[src/rtl/config_word_loader_pkg.sv]
// Shared types and helpers for the configuration word loader.
package config_word_loader_pkg;

    typedef enum logic [1:0] {
        ST_IDLE  = 2'd0,
        ST_LOAD  = 2'd1,
        ST_CHECK = 2'd2
    } state_t;

    localparam int          DATA_W_DEF    = 32;
    localparam int          NUM_WORDS_DEF = 19;
    localparam logic [31:0] CHK_SEED_DEF  = 32'hA5A5A5A5;

    function automatic int clog2(input int n);
        int r;
        int v;
        r = 0;
        v = n - 1;
        while (v > 0) begin
            r++;
            v = v >> 1;
        end
        return r;
    endfunction

    // A single-word bank still needs a 1-bit index.
    function automatic int addr_w(input int n);
        return (clog2(n) < 1) ? 1 : clog2(n);
    endfunction

endpackage

[src/rtl/config_word_loader_if.sv]
// Streamed configuration word port: start strobe plus valid/ready data.
interface config_word_loader_if #(
    parameter int DATA_W = 32
);
    logic              io_start;
    logic [DATA_W-1:0] io_d_in;
    logic              io_d_valid;
    logic              io_d_ready;

    modport master (output io_start, output io_d_in, output io_d_valid, input  io_d_ready);
    modport slave  (input  io_start, input  io_d_in, input  io_d_valid, output io_d_ready);
endinterface

[src/rtl/config_word_loader_bank.sv]
// Shadow and active configuration storage with whole-bank commit and registered readback.
module config_word_bank
    import config_word_loader_pkg::*;
#(
    parameter int DATA_W    = DATA_W_DEF,
    parameter int NUM_WORDS = NUM_WORDS_DEF,
    parameter int ADDR_W    = addr_w(NUM_WORDS)
) (
    input  logic                        clk,
    input  logic                        reset,
    input  logic                        i_wr_en,
    input  logic [ADDR_W-1:0]           i_wr_idx,
    input  logic [DATA_W-1:0]           i_wr_data,
    input  logic                        i_commit,
    input  logic [ADDR_W-1:0]           i_rd_addr,
    output logic [DATA_W*NUM_WORDS-1:0] o_active_flat,
    output logic [DATA_W-1:0]           o_rd_data
);

    logic [DATA_W-1:0] r_shadow [NUM_WORDS];
    logic [DATA_W-1:0] r_active [NUM_WORDS];
    logic [DATA_W-1:0] r_rd_data;
    logic [DATA_W-1:0] w_rd_data;
    logic              w_rd_in_range;

    assign w_rd_in_range = (32'(i_rd_addr) < 32'(NUM_WORDS));

    always_comb begin
        w_rd_data = '0;
        if (w_rd_in_range) begin
            w_rd_data = r_active[i_rd_addr];
        end
    end

    always_ff @(posedge clk or posedge reset) begin
        if (reset) begin
            for (int i = 0; i < NUM_WORDS; i++) begin
                r_shadow[i] <= '0;
                r_active[i] <= '0;
            end
            r_rd_data <= '0;
        end else begin
            if (i_wr_en) begin
                r_shadow[i_wr_idx] <= i_wr_data;
            end
            // Every active word switches on the same edge so the fabric never sees a mixed set.
            if (i_commit) begin
                for (int i = 0; i < NUM_WORDS; i++) begin
                    r_active[i] <= r_shadow[i];
                end
            end
            r_rd_data <= w_rd_data;
        end
    end

    for (genvar g = 0; g < NUM_WORDS; g++) begin : g_flat
        assign o_active_flat[DATA_W*g +: DATA_W] = r_active[g];
    end

    assign o_rd_data = r_rd_data;

endmodule

[src/rtl/config_word_loader.sv]
// Streams NUM_WORDS configuration words plus a trailing XOR checksum into shadow
// storage and commits them to the active configuration only when the checksum matches.
module config_word_loader
    import config_word_loader_pkg::*;
#(
    parameter int          DATA_W    = DATA_W_DEF,
    parameter int          NUM_WORDS = NUM_WORDS_DEF,
    parameter logic [31:0] CHK_SEED  = CHK_SEED_DEF
) (
    input  logic                           clk,
    input  logic                           reset,
    config_word_loader_if.slave            s_cfg,
    input  logic [addr_w(NUM_WORDS)-1:0]   io_rd_addr,
    output logic [DATA_W-1:0]              io_rd_data,
    output logic [DATA_W*NUM_WORDS-1:0]    io_configs_out,
    output logic                           io_configs_valid,
    output logic                           io_busy,
    output logic                           io_err
);

    localparam int                ADDR_W   = addr_w(NUM_WORDS);
    localparam logic [ADDR_W-1:0] CNT_LAST = ADDR_W'(NUM_WORDS - 1);
    localparam logic [DATA_W-1:0] SEED     = DATA_W'(CHK_SEED);

    state_t            r_state;
    state_t            w_state_nxt;
    logic [ADDR_W-1:0] r_cnt;
    logic [ADDR_W-1:0] w_cnt_nxt;
    logic [DATA_W-1:0] r_chk;
    logic [DATA_W-1:0] w_chk_nxt;
    logic              r_err;
    logic              w_err_nxt;
    logic              r_cfg_valid;
    logic              w_cfg_valid_nxt;
    logic              w_ready;
    logic              w_xfer;
    logic              w_wr_en;
    logic              w_commit;

    assign w_ready = (r_state != ST_IDLE) && !s_cfg.io_start;
    assign w_xfer  = s_cfg.io_d_valid && w_ready;

    always_ff @(posedge clk or posedge reset) begin
        if (reset) begin
            r_state     <= ST_IDLE;
            r_cnt       <= '0;
            r_chk       <= SEED;
            r_err       <= 1'b0;
            r_cfg_valid <= 1'b0;
        end else begin
            r_state     <= w_state_nxt;
            r_cnt       <= w_cnt_nxt;
            r_chk       <= w_chk_nxt;
            r_err       <= w_err_nxt;
            r_cfg_valid <= w_cfg_valid_nxt;
        end
    end

    always_comb begin
        w_state_nxt     = r_state;
        w_cnt_nxt       = r_cnt;
        w_chk_nxt       = r_chk;
        w_err_nxt       = r_err;
        w_cfg_valid_nxt = r_cfg_valid;
        w_wr_en         = 1'b0;
        w_commit        = 1'b0;
        // A start from any state restarts the sequence; ready is low so no word lands.
        if (s_cfg.io_start) begin
            w_state_nxt = ST_LOAD;
            w_cnt_nxt   = '0;
            w_chk_nxt   = SEED;
            w_err_nxt   = 1'b0;
        end else begin
            case (r_state)
                ST_LOAD: begin
                    if (w_xfer) begin
                        w_wr_en   = 1'b1;
                        w_chk_nxt = r_chk ^ s_cfg.io_d_in;
                        if (r_cnt == CNT_LAST) begin
                            w_state_nxt = ST_CHECK;
                        end else begin
                            w_cnt_nxt = r_cnt + 1'b1;
                        end
                    end
                end
                ST_CHECK: begin
                    if (w_xfer) begin
                        w_state_nxt = ST_IDLE;
                        if (s_cfg.io_d_in == r_chk) begin
                            w_commit        = 1'b1;
                            w_cfg_valid_nxt = 1'b1;
                            w_err_nxt       = 1'b0;
                        end else begin
                            w_err_nxt = 1'b1;
                        end
                    end
                end
                default: begin
                end
            endcase
        end
    end

    config_word_bank #(
        .DATA_W    (DATA_W),
        .NUM_WORDS (NUM_WORDS),
        .ADDR_W    (ADDR_W)
    ) u_bank (
        .clk           (clk),
        .reset         (reset),
        .i_wr_en       (w_wr_en),
        .i_wr_idx      (r_cnt),
        .i_wr_data     (s_cfg.io_d_in),
        .i_commit      (w_commit),
        .i_rd_addr     (io_rd_addr),
        .o_active_flat (io_configs_out),
        .o_rd_data     (io_rd_data)
    );

    assign s_cfg.io_d_ready = w_ready;
    assign io_busy          = (r_state != ST_IDLE);
    assign io_err           = r_err;
    assign io_configs_valid = r_cfg_valid;

endmodule

[src/flat_wrapper.sv]
// flat-port wrapper written by rule: the top's interface ports become plain ports
module config_word_loader_flat import config_word_loader_pkg::*;
#(
    parameter int          DATA_W    = DATA_W_DEF,
    parameter int          NUM_WORDS = NUM_WORDS_DEF,
    parameter logic [31:0] CHK_SEED  = CHK_SEED_DEF
)
  (clk, reset, io_rd_addr, io_rd_data, io_configs_out, io_configs_valid, io_busy, io_err, s_cfg_io_start, s_cfg_io_d_in, s_cfg_io_d_valid, s_cfg_io_d_ready);
  config_word_loader_if #(.DATA_W(DATA_W)) s_cfg_i ();
  input  logic clk;
  input  logic reset;
  input  logic [addr_w(NUM_WORDS)-1:0] io_rd_addr;
  output logic [DATA_W-1:0] io_rd_data;
  output logic [DATA_W*NUM_WORDS-1:0] io_configs_out;
  output logic io_configs_valid;
  output logic io_busy;
  output logic io_err;
  input wire logic [$bits(s_cfg_i.io_start)-1:0] s_cfg_io_start;
  input wire logic [$bits(s_cfg_i.io_d_in)-1:0] s_cfg_io_d_in;
  input wire logic [$bits(s_cfg_i.io_d_valid)-1:0] s_cfg_io_d_valid;
  output wire logic [$bits(s_cfg_i.io_d_ready)-1:0] s_cfg_io_d_ready;
  assign s_cfg_i.io_start = s_cfg_io_start;
  assign s_cfg_i.io_d_in = s_cfg_io_d_in;
  assign s_cfg_i.io_d_valid = s_cfg_io_d_valid;
  assign s_cfg_io_d_ready = s_cfg_i.io_d_ready;
  config_word_loader #(.DATA_W(DATA_W), .NUM_WORDS(NUM_WORDS), .CHK_SEED(CHK_SEED)) u_core (.clk(clk), .reset(reset), .s_cfg(s_cfg_i), .io_rd_addr(io_rd_addr), .io_rd_data(io_rd_data), .io_configs_out(io_configs_out), .io_configs_valid(io_configs_valid), .io_busy(io_busy), .io_err(io_err));
endmodule
[config.mk]
export PLATFORM = sky130hd
export DESIGN_NAME = config_word_loader_flat
export DESIGN_NICKNAME = d
export VERILOG_FILES = /design/src/rtl/config_word_loader_pkg.sv /design/src/rtl/config_word_loader_if.sv /design/src/rtl/config_word_loader_bank.sv /design/src/rtl/config_word_loader.sv /design/src/flat_wrapper.sv
export SDC_FILE = /design/constraint.sdc
export NUM_CORES = 2
export LEC_CHECK = 0
export CAP_MARGIN = 0
export CORE_AREA = 2 2 423 425
export CTS_CLUSTER_DIAMETER = 150
export DETAILED_ROUTE_END_ITERATION = 7
export DIE_AREA = 0 0 425 427
export MAX_ROUTING_LAYER = met4
export PLACE_DENSITY_LB_ADDON = 0.3
export SETUP_SLACK_MARGIN = 0.05
export SYNTH_ARGS = -nofsm -noshare
export SYNTH_HDL_FRONTEND = slang
export SYNTH_SLANG_ARGS = --single-unit
export TNS_END_PERCENT = 30
[constraint.sdc]
create_clock -name clk -period 105.2 [get_ports clk]
set_clock_uncertainty 0.2 [all_clocks]
set_input_delay 21.04 -clock clk [delete_from_list [all_inputs] [get_ports clk]]
set_output_delay 21.04 -clock clk [all_outputs]
set_load 0.01 [all_outputs]
# Word-level counts from Yosys, hierarchy flattened
# Cells that the tools add are included.
[word_totals]
reg_bits = 1289
[classes]
addsub = 1
magnitude_cmp = 4
n_eq_ne = 8
n_mux = 30
bitwise_logic = 4
n_reduce_logical = 14
[ops]
columns = ["op", "n"]
rows = [
  ["608-bit bitwise mux", 1],
  ["32-bit 2-to-1 mux", 7],
  ["32-bit binary-select mux with 5-bit select", 1],
  ["32-bit demux with 5-bit select", 1],
  ["32-bit == test", 1],
  ["32-bit XOR", 1],
  ["5-bit 2-to-1 mux", 4],
  ["6-bit >= comparator, second input constant", 2],
  ["5-bit inverter with 6-bit output", 2],
  ["1-bit 2-to-1 mux", 11],
  ["3-bit by 2-bit inequality test with 1-bit output, second input constant", 3],
  ["2-bit 2-to-1 mux", 4],
  ["4-bit AND reduction", 2],
  ["2-bit nonzero test", 4],
  ["6-bit by 1-bit < comparator with 1-bit output, second input constant", 1],
  ["5-bit by 1-bit adder with 5-bit output, second input constant", 1],
  ["5-bit == test, second input constant", 1],
  ["5-bit < comparator, second input constant", 1],
  ["2-bit case mux with 2 select lines", 1],
  ["2-bit AND reduction", 2],
  ["1-bit logical AND", 3],
  ["3-bit AND reduction", 1],
  ["3-bit nonzero test", 1],
  ["2-bit by 1-bit == test with 1-bit output, second input constant", 1],
  ["4 further kinds", 4],
]

# Logic depth before layout (Yosys ltp)
[logic_depth]
ltp_word = 6
depth_mapped = 8
mapped_depth_nobuf = 7

# Hierarchy
# Synthesis repeated with hierarchy kept, for this count alone.
[unflattened]
hier_cells = 3362
area_unflattened_um2 = 53146.0
[by_module_without_submodules]
columns = ["module", "instances", "cells_each", "area_each_um2", "seq_area_each_um2"]
rows = [
  ["config_word_bank", 1, 3137, 50921.3, 31230.0],
  ["config_word_loader", 1, 225, 2224.6, 1046.0],
]

# Worst setup path after synthesis
# No wires, ideal clock.
[synth_timing]
path_type = "input-to-output"
start = "input s_cfg_io_start"
end = "output s_cfg_io_d_ready"
arrival_ns = 21.387
required_time_ns = 83.960
path_slack_ns = 62.573
path_stages = 2
n_path_buf = 1
path_cell_list = "clkbuf_1 nor2b_1"
[synth_via]
elab_chain_len = 2
[synth_rtl]
columns = ["element", "line", "text"]
rows = [
  ["from (decl)", "flat_wrapper.sv:18", "input wire logic [$bits(s_cfg_i.io_start)-1:0] s_cfg_io_start;"],
  ["1-bit logical NOT", "config_word_loader.sv:40", "assign w_ready = (r_state != ST_IDLE) && !s_cfg.io_start;"],
  ["1-bit logical AND", "config_word_loader.sv:40", ""],
  ["to (decl)", "flat_wrapper.sv:21", "output wire logic [$bits(s_cfg_i.io_d_ready)-1:0] s_cfg_io_d_ready;"],
]
# No other way between the ends.

# Worst setup path after layout
# Ends and elaborated chain as after synthesis.

==> impl_results.md <==
* Die Span X at 425 microns
* DR pass1 iterations at 5
* Critical Path Fanout Max at 43
* Number of CTS-inserted buffers at 149
* Post-CTS sizing at 0
* Post-DR vias/cell at 4.89
* Worst slew pin tran at 1.15 ns
* Die H at 427 microns
* CP cell instances: clkdlybuf4s50_1, buf_4, nor2b_1, clkdlybuf4s50_1
* PD cells at 16.4 nW/um^2
* Largest stage delay on the critical path at 0.51 ns
* Async set-reset flop share out of synthesis at 100%
* Syn_nets at 3347
* Max Cap Violations at 0
* Slew headroom at 23.3%
* Root Driver: clkbuf_16
* Post-synth top cells: dfrtp_1 (1273), mux2_2 (1118), mux4_2 (128), clkbuf_1 (116), mux2_1 (100)
* Critical path class: in2out
* Starting DRT DRC Count at 2158
* RSZ-0062 raised after global routing: false
* H-tree depth at 4
* First-pass GRT wire length at 253 mm
* Tcrit/Tclk final at 41.6%
* Share of cells above drive strength 1 at 39.5%
* Library cells used by synthesis at 36
* Pwr Total at 1100 uW
* Leak at 0.0317 uW
* Cells after synthesis at 3302
* Area grow syn2layout at 27.4%
* Vias in the first global route at 31980
* Io pins at 685
* Largest net degree at the start of global routing at 158
* Number of enable flip-flop cells after synthesis at 0
* Overall routing resource usage at 20.2%
* Sequential share of the synthesized area at 61.3%
* Core ar. at 177000 sq um
* Hpwl dp at 125 mm
* Area share of the largest cell type after synthesis at 60.5%
* Final Hold Viols at 0
* WL final at 181 mm
* # Post-CTS Setup Buffers at 0
* CP most frequent cell: clkdlybuf4s50_1
* Synth Flop Type: dfrtp_1
* Final setup violation count at 0
* Clock Latency Late Sink at 0.80 ns
* Detailed-route DRC error count at 0
* Synth top area cells: dfrtp_1 (60%), mux2_2 (24%), mux4_2 (5.5%), mux2_1 (2.1%), clkbuf_1 (0.83%)
* Min Tclk post-route at 43.78 ns
* Startpoint types: input pin
* Crit end category: output pin
* CTS tree: done
* Final max-slew violation count at 0
* Vias at 31455
* Worst EP arrival at 22.54 ns
* DR WL/cell at 28.1 microns
* Crit-path slowest cell: clkdlybuf4s50_1
* Cell Rows at 155
* Antenna Nets Post-Route at 0
* Outcome: completed
* Clock Path Buffers at 3
* Synth area leader: dfrtp_1
* Global placer's final weighted congestion at 0.898
* Count leader, synth: dfrtp_1
* IO buf count at 684
* Setup TNS at 0 ns
* Worst-path clk slew at 0.06 ns
* Synth Warn # at 0
* Clock sink count at 1289
* Initial antenna violation count at 26
* Syn_area_per_cell at 16.0 sq um
* CP required at 83.96 ns
* Filler cells at 16800
* Nets@finish at 4004
* Effective utilization at floorplan at 29.7%
* Cell Area, Synth at 52700 sq um
* Maximum vdd drop at 0.0202 mV
* GRT overflow at 0
* Hold WC Path Type: reg2reg
* Highest clock rate at 22.8 MHz
* Synthesis-stage register bit count at 1289
* Die Area at 181000 sq um
* CTS Hold Bufs at 0
[layout by cell type (no fill, tap or decap), drive strengths merged, types with 17 or more instances in the layout]
master | netlist | routed
a21oi | 49 | 49
a221oi | 30 | 30
a22o | 30 | 30
buf | 145 | 90
clkbuf | 116 | 211
clkdlybuf4s50 | 0 | 677
clkinv | 0 | 26
dfrtp | 1273 | 1273
mux2 | 1218 | 1218
mux2i | 35 | 35
mux4 | 128 | 128
nand2 | 40 | 40
nor2 | 56 | 56
o21bai | 17 | 17
o22ai | 32 | 32
xor2 | 48 | 48
[power by group]
| part | leakage [uW] | internal (uW) | total (uW) | switching, uW |
|---|---|---|---|---|
| combinational | 0.0115 | 19.6 | 50.5 | 30.9 |
| sequential | 0.0177 | 514 | 522 | 8.21 |
| clock | 0.00242 | 312 | 528 | 216 |
[path summary, 6_finish.rpt]
kind / startpoint / endpoint / slack (ns) / cells past startpoint
hold reg to reg: u_core.u_bank.r_shadow[378]$_DFFE_PP0P_ / u_core.u_bank.o_active_flat[250]$_DFFE_PP0P_ / 0.27 / 1
setup reg to reg: u_core.r_chk[8]$_DFFE_PP1P_ / u_core.u_bank.o_active_flat[589]$_DFFE_PP0P_ / 100.31 / 8
setup / recovery: s_cfg_io_start / s_cfg_io_d_ready / 61.42 / 4
max in group asynchronous: reset / u_core.u_bank.r_shadow[20]$_DFFE_PP0P_ / 80.10 / 6
min in group asynchronous: reset / u_core.u_bank.o_active_flat[582]$_DFFE_PP0P_ / 20.62 / 2
hold / removal: u_core.u_bank.r_shadow[378]$_DFFE_PP0P_ / u_core.u_bank.o_active_flat[250]$_DFFE_PP0P_ / 0.27 / 1
[logic make-up after synthesis]
| logic type | Yosys count | synth area share, % |
|---|---|---|
| buf+inv | 265 | 2.12 |
| mux | 1381 | 32.2 |
| flops | 1289 | 61.3 |
| xor+xnor | 52 | 0.865 |
| fa+ha+maj | 4 | 0.0950 |
| simple gates | 150 | 1.35 |
| compound gates | 161 | 2.12 |
[layout make-up]
class | instances | area [sq um] | area share [%]
flip-flops and latches | 1289 | 32300 | 48.1
clock inverters | 52 | 754 | 1.12
clock buffers | 211 | 4230 | 6.31
inverters | 4 | 22.5 | 0.0336
multi-input cells | 1748 | 19400 | 28.9
repair buffers | 767 | 7490 | 11.2
diodes | 11 | 27.5 | 0.0410
well taps | 2355 | 2950 | 4.39
[stage by stage]
| step | cell area, sq um | setup WS (ns) | hold WS [ns] | instances | utilization [%] |
|---|---|---|---|---|---|
| finish | 67100 | 61.42 | 0.269 | 6437 | 37.9 |
| global route | 67100 | 61.35 | 0.284 | 6432 | 37.9 |
| CTS | 67100 | 61.39 | 0.259 | 6426 | 37.9 |
| detailed placement | 62100 | 61.39 | 0.266 | 6163 | 35.0 |
| global placement | 62100 | 61.35 | 0.252 | 6163 | 35.0 |
| floorplan | 52700 | 47.66 | 0.259 | 3302 | - |
[sequential cells by signal (all words and copies together), names as in the netlist]
signal	count
u_core.io_configs_valid	1
u_core.io_err	1
u_core.r_chk	32
u_core.r_cnt	5
u_core.r_state	2
u_core.u_bank.o_active_flat	608
u_core.u_bank.o_rd_data	32
u_core.u_bank.r_shadow	608
[critical path: cells and delay by family]
family / cells / cell delay [ns]
buffers and inverters: 3 / 1.40
and+or+nand+nor: 1 / 0.11
[metal layers]
layer,up-vias,GRT usage (%),part of all wire (%)
met5,-,-,0
met4,0,8.91,4.8
met3,281,3.72,4.5
met2,791,31.9,48
met1,17085,25.4,42
li1,13298,-,-
Note: power is estimated with default switching activity, not from simulation.
